## config.mk

```make
export PLATFORM = sky130hd
export DESIGN_NAME = conv_stage_ctrl
export DESIGN_NICKNAME = d
export VERILOG_FILES = /design/src/rtl/conv_stage_ctrl.sv
export SDC_FILE = /design/constraint.sdc
export NUM_CORES = 1
export LEC_CHECK = 0
export CAP_MARGIN = 20
export CORE_ASPECT_RATIO = 0.5
export CORE_MARGIN = 4
export CORE_UTILIZATION = 54
export DETAILED_ROUTE_END_ITERATION = 7
export PLACE_DENSITY = 0.86
export SYNTH_ARGS = -nofsm -noshare
export SYNTH_HDL_FRONTEND = slang
export SYNTH_SLANG_ARGS = --single-unit
```

## constraint.sdc

```tcl
create_clock -name clk -period 30 [get_ports clk]
set_input_delay 7.5 -clock clk [delete_from_list [all_inputs] [get_ports clk]]
set_output_delay 7.5 -clock clk [all_outputs]
set_load 0.02 [all_outputs]
```

## src/rtl/conv_stage_ctrl.sv

```systemverilog
// conv_stage_ctrl: controller for one 1-D CNN convolution stage.
// It fills a per-channel sliding window from the input stream and appends
// trailing zero padding. Each window goes to an external conv engine, and the
// returned results are max-pooled into output vectors.
// Build option: define CONV_STAGE_RELU_EN to clamp negative conv results to
// zero before pooling. With it undefined, raw signed results are pooled.
module conv_stage_ctrl #(
  parameter int CH     = 8,
  parameter int DW     = 8,
  parameter int K      = 5,
  parameter int POOL   = 4,
  parameter int IN_LEN = 96,
  parameter int PAD    = 4
) (
  input  logic                 clk,
  input  logic                 rst,
  input  logic                 start,
  output logic                 busy,
  output logic                 done,
  input  logic                 in_valid,
  output logic                 in_ready,
  input  logic [CH*DW-1:0]     in_data,
  output logic                 win_valid,
  output logic [CH*K*DW-1:0]   win_data,
  input  logic                 conv_valid,
  input  logic [CH*DW-1:0]     conv_data,
  output logic                 out_valid,
  input  logic                 out_ready,
  output logic [CH*DW-1:0]     out_data
);

  localparam int N_CONV = IN_LEN + PAD - K + 1;
  localparam int SW     = $clog2(IN_LEN + 1);
  localparam int CW     = $clog2(N_CONV + 1);
  localparam int PW     = (POOL > 1) ? $clog2(POOL) : 1;

  localparam logic [SW-1:0] IN_LEN_C    = SW'(IN_LEN);
  localparam logic [SW-1:0] K_LAST_C    = SW'(K - 1);
  localparam logic [CW-1:0] N_CONV_C    = CW'(N_CONV);
  localparam logic [PW-1:0] POOL_LAST_C = PW'(POOL - 1);

  typedef enum logic [2:0] {
    IDLE, FILL, ISSUE, WAIT, ADVANCE, EMIT, DONE
  } state_t;

  state_t                state_reg, state_next;
  logic [SW-1:0]         sample_cnt_reg, sample_cnt_next;
  logic [CW-1:0]         conv_cnt_reg, conv_cnt_next;
  logic [PW-1:0]         pool_cnt_reg, pool_cnt_next;
  logic signed [DW-1:0]  win_reg [CH][K];
  logic signed [DW-1:0]  win_next [CH][K];
  logic signed [DW-1:0]  pool_max_reg [CH];
  logic signed [DW-1:0]  pool_max_next [CH];
  logic [CH*DW-1:0]      out_data_reg, out_data_next;
  logic [CH*DW-1:0]      res_flat;
  logic                  shift_en, shift_zero;
  logic                  in_ready_reg, win_valid_reg, out_valid_reg;
  logic                  busy_reg, done_reg;

  // Per-channel result conditioning and flattening of the window onto win_data.
  generate
    for (genvar gi = 0; gi < CH; gi++) begin : g_ch
`ifdef CONV_STAGE_RELU_EN
      assign res_flat[gi*DW +: DW] = conv_data[gi*DW + DW - 1] ? '0 : conv_data[gi*DW +: DW];
`else
      assign res_flat[gi*DW +: DW] = conv_data[gi*DW +: DW];
`endif
      for (genvar gs = 0; gs < K; gs++) begin : g_slot
        assign win_data[(gi*K + gs)*DW +: DW] = win_reg[gi][gs];
      end
    end
  endgenerate

  assign in_ready  = in_ready_reg;
  assign win_valid = win_valid_reg;
  assign out_valid = out_valid_reg;
  assign busy      = busy_reg;
  assign done      = done_reg;
  assign out_data  = out_data_reg;

  // Next-state logic: frame sequencing, counters, window shift and pooling.
  always_comb begin
    state_next      = state_reg;
    sample_cnt_next = sample_cnt_reg;
    conv_cnt_next   = conv_cnt_reg;
    pool_cnt_next   = pool_cnt_reg;
    win_next        = win_reg;
    pool_max_next   = pool_max_reg;
    out_data_next   = out_data_reg;
    shift_en        = 1'b0;
    shift_zero      = 1'b0;

    case (state_reg)
      IDLE: begin
        if (start) begin
          state_next      = FILL;
          sample_cnt_next = '0;
          conv_cnt_next   = '0;
          pool_cnt_next   = '0;
          for (int c = 0; c < CH; c++) begin
            for (int s = 0; s < K; s++) begin
              win_next[c][s] = '0;
            end
          end
        end
      end
      FILL: begin
        if (in_valid && in_ready_reg) begin
          shift_en        = 1'b1;
          sample_cnt_next = sample_cnt_reg + SW'(1);
          if (sample_cnt_reg == K_LAST_C) begin
            state_next = ISSUE;
          end
        end
      end
      ISSUE: begin
        state_next = WAIT;
      end
      WAIT: begin
        if (conv_valid) begin
          conv_cnt_next = conv_cnt_reg + CW'(1);
          // A tie keeps the held value: only a strictly larger result replaces it.
          for (int c = 0; c < CH; c++) begin
            if (pool_cnt_reg == '0 || $signed(res_flat[c*DW +: DW]) > pool_max_reg[c]) begin
              pool_max_next[c] = $signed(res_flat[c*DW +: DW]);
            end
          end
          if (pool_cnt_reg == POOL_LAST_C) begin
            pool_cnt_next = '0;
            for (int c = 0; c < CH; c++) begin
              out_data_next[c*DW +: DW] = pool_max_next[c];
            end
            state_next = EMIT;
          end else begin
            pool_cnt_next = pool_cnt_reg + PW'(1);
            state_next    = ADVANCE;
          end
        end
      end
      ADVANCE: begin
        if (sample_cnt_reg < IN_LEN_C) begin
          if (in_valid && in_ready_reg) begin
            shift_en        = 1'b1;
            sample_cnt_next = sample_cnt_reg + SW'(1);
            state_next      = ISSUE;
          end
        end else begin
          // Trailing padding: shift a zero sample in without a handshake.
          shift_en   = 1'b1;
          shift_zero = 1'b1;
          state_next = ISSUE;
        end
      end
      EMIT: begin
        if (out_ready) begin
          state_next = (conv_cnt_reg == N_CONV_C) ? DONE : ADVANCE;
        end
      end
      DONE: begin
        state_next = IDLE;
      end
      default: begin
        state_next = IDLE;
      end
    endcase

    if (shift_en) begin
      for (int c = 0; c < CH; c++) begin
        for (int s = K - 1; s > 0; s--) begin
          win_next[c][s] = win_reg[c][s-1];
        end
        win_next[c][0] = shift_zero ? '0 : $signed(in_data[c*DW +: DW]);
      end
    end
  end

  // State, counters, window, pooling accumulator and output vector.
  always_ff @(posedge clk or posedge rst) begin
    if (rst) begin
      state_reg      <= IDLE;
      sample_cnt_reg <= '0;
      conv_cnt_reg   <= '0;
      pool_cnt_reg   <= '0;
      out_data_reg   <= '0;
      for (int c = 0; c < CH; c++) begin
        pool_max_reg[c] <= '0;
        for (int s = 0; s < K; s++) begin
          win_reg[c][s] <= '0;
        end
      end
    end else begin
      state_reg      <= state_next;
      sample_cnt_reg <= sample_cnt_next;
      conv_cnt_reg   <= conv_cnt_next;
      pool_cnt_reg   <= pool_cnt_next;
      out_data_reg   <= out_data_next;
      pool_max_reg   <= pool_max_next;
      win_reg        <= win_next;
    end
  end

  // Handshake and status flags, registered from the upcoming state.
  always_ff @(posedge clk or posedge rst) begin
    if (rst) begin
      in_ready_reg  <= 1'b0;
      win_valid_reg <= 1'b0;
      out_valid_reg <= 1'b0;
      busy_reg      <= 1'b0;
      done_reg      <= 1'b0;
    end else begin
      in_ready_reg  <= (state_next == FILL) ||
                       (state_next == ADVANCE && sample_cnt_next < IN_LEN_C);
      win_valid_reg <= (state_next == ISSUE);
      out_valid_reg <= (state_next == EMIT);
      busy_reg      <= state_next inside {FILL, ISSUE, WAIT, ADVANCE, EMIT};
      done_reg      <= (state_next == DONE);
    end
  end

endmodule

```

==> impl_metrics.yaml <==
synth:
  synth_area_leaders: "dfrtp_1, nand2_1, o21ai_1"
  ys_warn_count: 0
  avgSynthCellArea_um2: 9.952
  ys_types: 54
  synth_top_family_by_area: "compound AO/OA/AOI/OAI gates"
  synth_xor_area_share_pct: 0.4157
  yosysTopAreaCell: "dfrtp_1"
  synth-compound-area-share_pct: 15.87
  syn-cell-area_um2: 21070
  synth_simple_gate_area_share_pct: 14.52
  syn_inst: 2117
  async_flop_share_pct: 100.0
  yosysTopAreaCellShare_pct: 56.06
  synth_nets: 2321
  synth-edff-count: 0
  yosys_register_bits: 472
  synth_top_flop_cell: "dfrtp_1"
  synthAdderAreaFrac_pct: 4.157
  yosysSeqAreaShare_pct: 56.06
  synthMuxAreaShare_pct: 3.824
cells_and_area:
  largest_register_ffs: 320
  final_util_pct: 73.57
  drive_above_1_share_pct: 6.867
  nets: 2766
  syn2layout_area_growth_pct: 32.39
  final_area_um2: 27890
worst_setup_path:
  r2r-start: "state_reg[0]"
  critPathMaxFanout: 112
  rr_endpoint: "win_data[213]"
  rr_worst_depth: 7
  path_class: "input pin to flip-flop"
  worstSetupEndpointType: "flip-flop"
  crit_required_ns: 30.38
  cp-start-kind: "input pin"
  rrSetupSlack_ns: 26.68
  arrival_ns: 10.69
  startpoint: "in_valid"
cts:
  cts_resized: 0
  cts_tree: "done"
  cts-root-buf: "clkbuf_16"
  clock-sinks: 472
  cts_made_buffers: 42
  clock_latency_ns: 0.54
  clk_pin_slew_ns: 0.07
  post_cts_buffers: 0
  clk_path_buf_depth: 3
  htree_levels: 2
  holdBufCountCts: 0
global_routing:
  grt_overflow: 0
  antenna_found_initial: 3
  grt_pass1_vias: 16870
  grt_start_max_net_pins: 257
  track_usage_pct: 27.79
  grt_pass1_wl_um: 94680
routing:
  first_pass_iters: 7
  viasPerCell: 5.553
  drc_errors: 0
  wire_per_inst_um: 19.34
  wl_um: 60250
  antenna_left: 0
  vias: 17300
  drt-initial-drc-count: 1318
timing:
  rsz0062_at_grt: "no"
  max_freq_ghz: 0.09699
  timing.hold.ws_ns: 0.5046
  final_hold_viol_count: 0
  setup_violations: 0
  slew_violations: 0
  slew_headroom_pct: 24.22
  worst_slew_pin_slew_ns: 1.137
  setup_tns_ns: 0
  fin_crit_ns: 10.31
  fin_skew_ns: 0.01089
  final.period_utilization_pct: 34.37
placed_design:
  gp_congestion: 0.8743
  dp.final_hpwl_um: 41210
  post_dp_cell_area_um2: 26340
  io_buffers: 522
floorplanning:
  die_area_um2: 42430
  core_area_um2: 37910
  die_w_um: 287.3
  initial_utilization_pct: 55.57
  die_h_um: 147.7
  pin_count: 523
  rows: 50
pwr:
  power.leakage_nw: 12.11
  ir_worst_vdd_mv: 0.06610
  powerDensity_nw_per_um2: 101.4
  p_clk_share_pct: 19.8
  p_switching_mw: 1.150
  fin_total_pwr_mw: 2.827
  swShare_pct: 40.67
  internal_power_mw: 1.677
  comb_power_share_pct: 44.3
  seqPwrFrac_pct: 35.9
min_path:
  hold_class: "flip-flop to flip-flop"
  min_from: "pool_max_reg[3]"
  min_to: "pool_max_reg[3]"
  min_path_cells: 1
run_status:
  status: "finished, final reports clean"
flow_run:
  drv_cap: 0
-- power by group through the flow --
stage | Sequential, mW | Combinational (mW) | Clock [mW]
after detailed placement | 1.02 | 1.23 | 0
after floorplan | 1.18 | 0.565 | 0
after global placement | 1.01 | 1.20 | 0
final | 1.01 | 1.25 | 0.560
after CTS | 1.01 | 1.24 | 0.571
after global routing | 1.04 | 1.35 | 0.599
-- worst max-delay path by stage --
| stage | to | slack, ns | cells after the start |
|---|---|---|---|
| 5_1_grt | win_data[213] | 19.39 | 9 |
| 3_5_place_dp | win_data[26] | 18.90 | 9 |
| 3_3_place_gp | win_data[315] | 19.05 | 8 |
| 4_1_cts | win_data[265] | 19.44 | 9 |
| 6_report | win_data[213] | 19.69 | 9 |
| 2_1_floorplan | busy | 9.33 | 1 |
-- cell type report --
cell class              count  area, um2
repair buffers            541       5493
flip-flops and latches    472      11810
fillers                  2633      10020
diodes                      3      7.507
clock buffers              68       1333
inverters                  84      322.8
multi-input cells        1421       8195
clock inverters             6      80.08
well taps                 520      650.6
-- synth_stat cells (2+ instances only) --
cell type,instances
a211o_1,4
or3b_2,5
or3_1,38
inv_1,84
and4b_4,3
nand2b_1,10
nor3_4,3
a31oi_1,41
o21ai_1,180
buf_6,18
and2_1,2
mux2i_1,4
a21oi_1,51
dfrtp_1,472
clkbuf_1,66
clkbuf_2,9
nand4_1,18
buf_4,16
o21ai_2,5
nor2_1,83
buf_2,31
xor2_1,7
xnor2_1,3
o31a_1,25
nor3_1,9
o22a_1,5
nor2b_1,8
and3_1,2
mux2_2,40
ha_1,70
a22o_1,67
o221a_2,5
mux2_4,21
a211oi_1,3
nor4_1,2
nand3_1,3
o21ai_4,3
o21ai_0,146
o211ai_1,10
nand2_1,531
-- through the flow --
stage | instances | worst slack (ns)
2_1_floorplan | 2117 | 9.334
3_3_place_gp | 3033 | 19.05
3_5_place_dp | 3033 | 18.90
4_1_cts | 3107 | 19.44
5_1_grt | 3115 | 19.39
6_report | 3115 | 19.69
-- cell families after synthesis --
| group | count (synthesis) |
|---|---|
| adder cells (fa/ha/maj) | 70 |
| XOR/XNOR | 10 |
| buffers and inverters | 224 |
| multiplexers | 65 |
| flip-flops | 472 |
| AO/OA/AOI/OAI | 552 |
| AND/OR/NAND/NOR | 724 |
-- metal layers --
metal | track usage (%) | vias to the layer above | part of all wire, % | routed length, um
li1 | - | 8118 | - | -
met1 | 35.17 | 8553 | 40 | 24100
met2 | 47.20 | 445 | 50 | 30260
met3 | 4.284 | 183 | 4.3 | 2578
met4 | 13.49 | 0 | 5.5 | 3311
met5 | 0 | - | 0 | 0
-- worst max-delay path: stages --
cell	delay (ns)
clkdlybuf4s50_1	0.49
nand2_1	0.12
a21oi_2	0.20
nand2_1	0.12
a21oi_4	0.34
buf_4	0.43
buf_16	0.32
buf_4	0.82
o21ai_0	0.24
-- cells in the final DEF, fill, tap and decap left out, types with 40 or more instances in the layout --
cell type,count
a21oi_1,51
a22o_1,67
a31oi_1,41
clkbuf_16,45
clkdlybuf4s50_1,522
dfrtp_1,472
ha_1,69
inv_1,83
mux2_2,40
nand2_1,531
nor2_1,83
o21ai_0,146
o21ai_1,180
No activity file was read; power rests on OpenSTA's default activity.
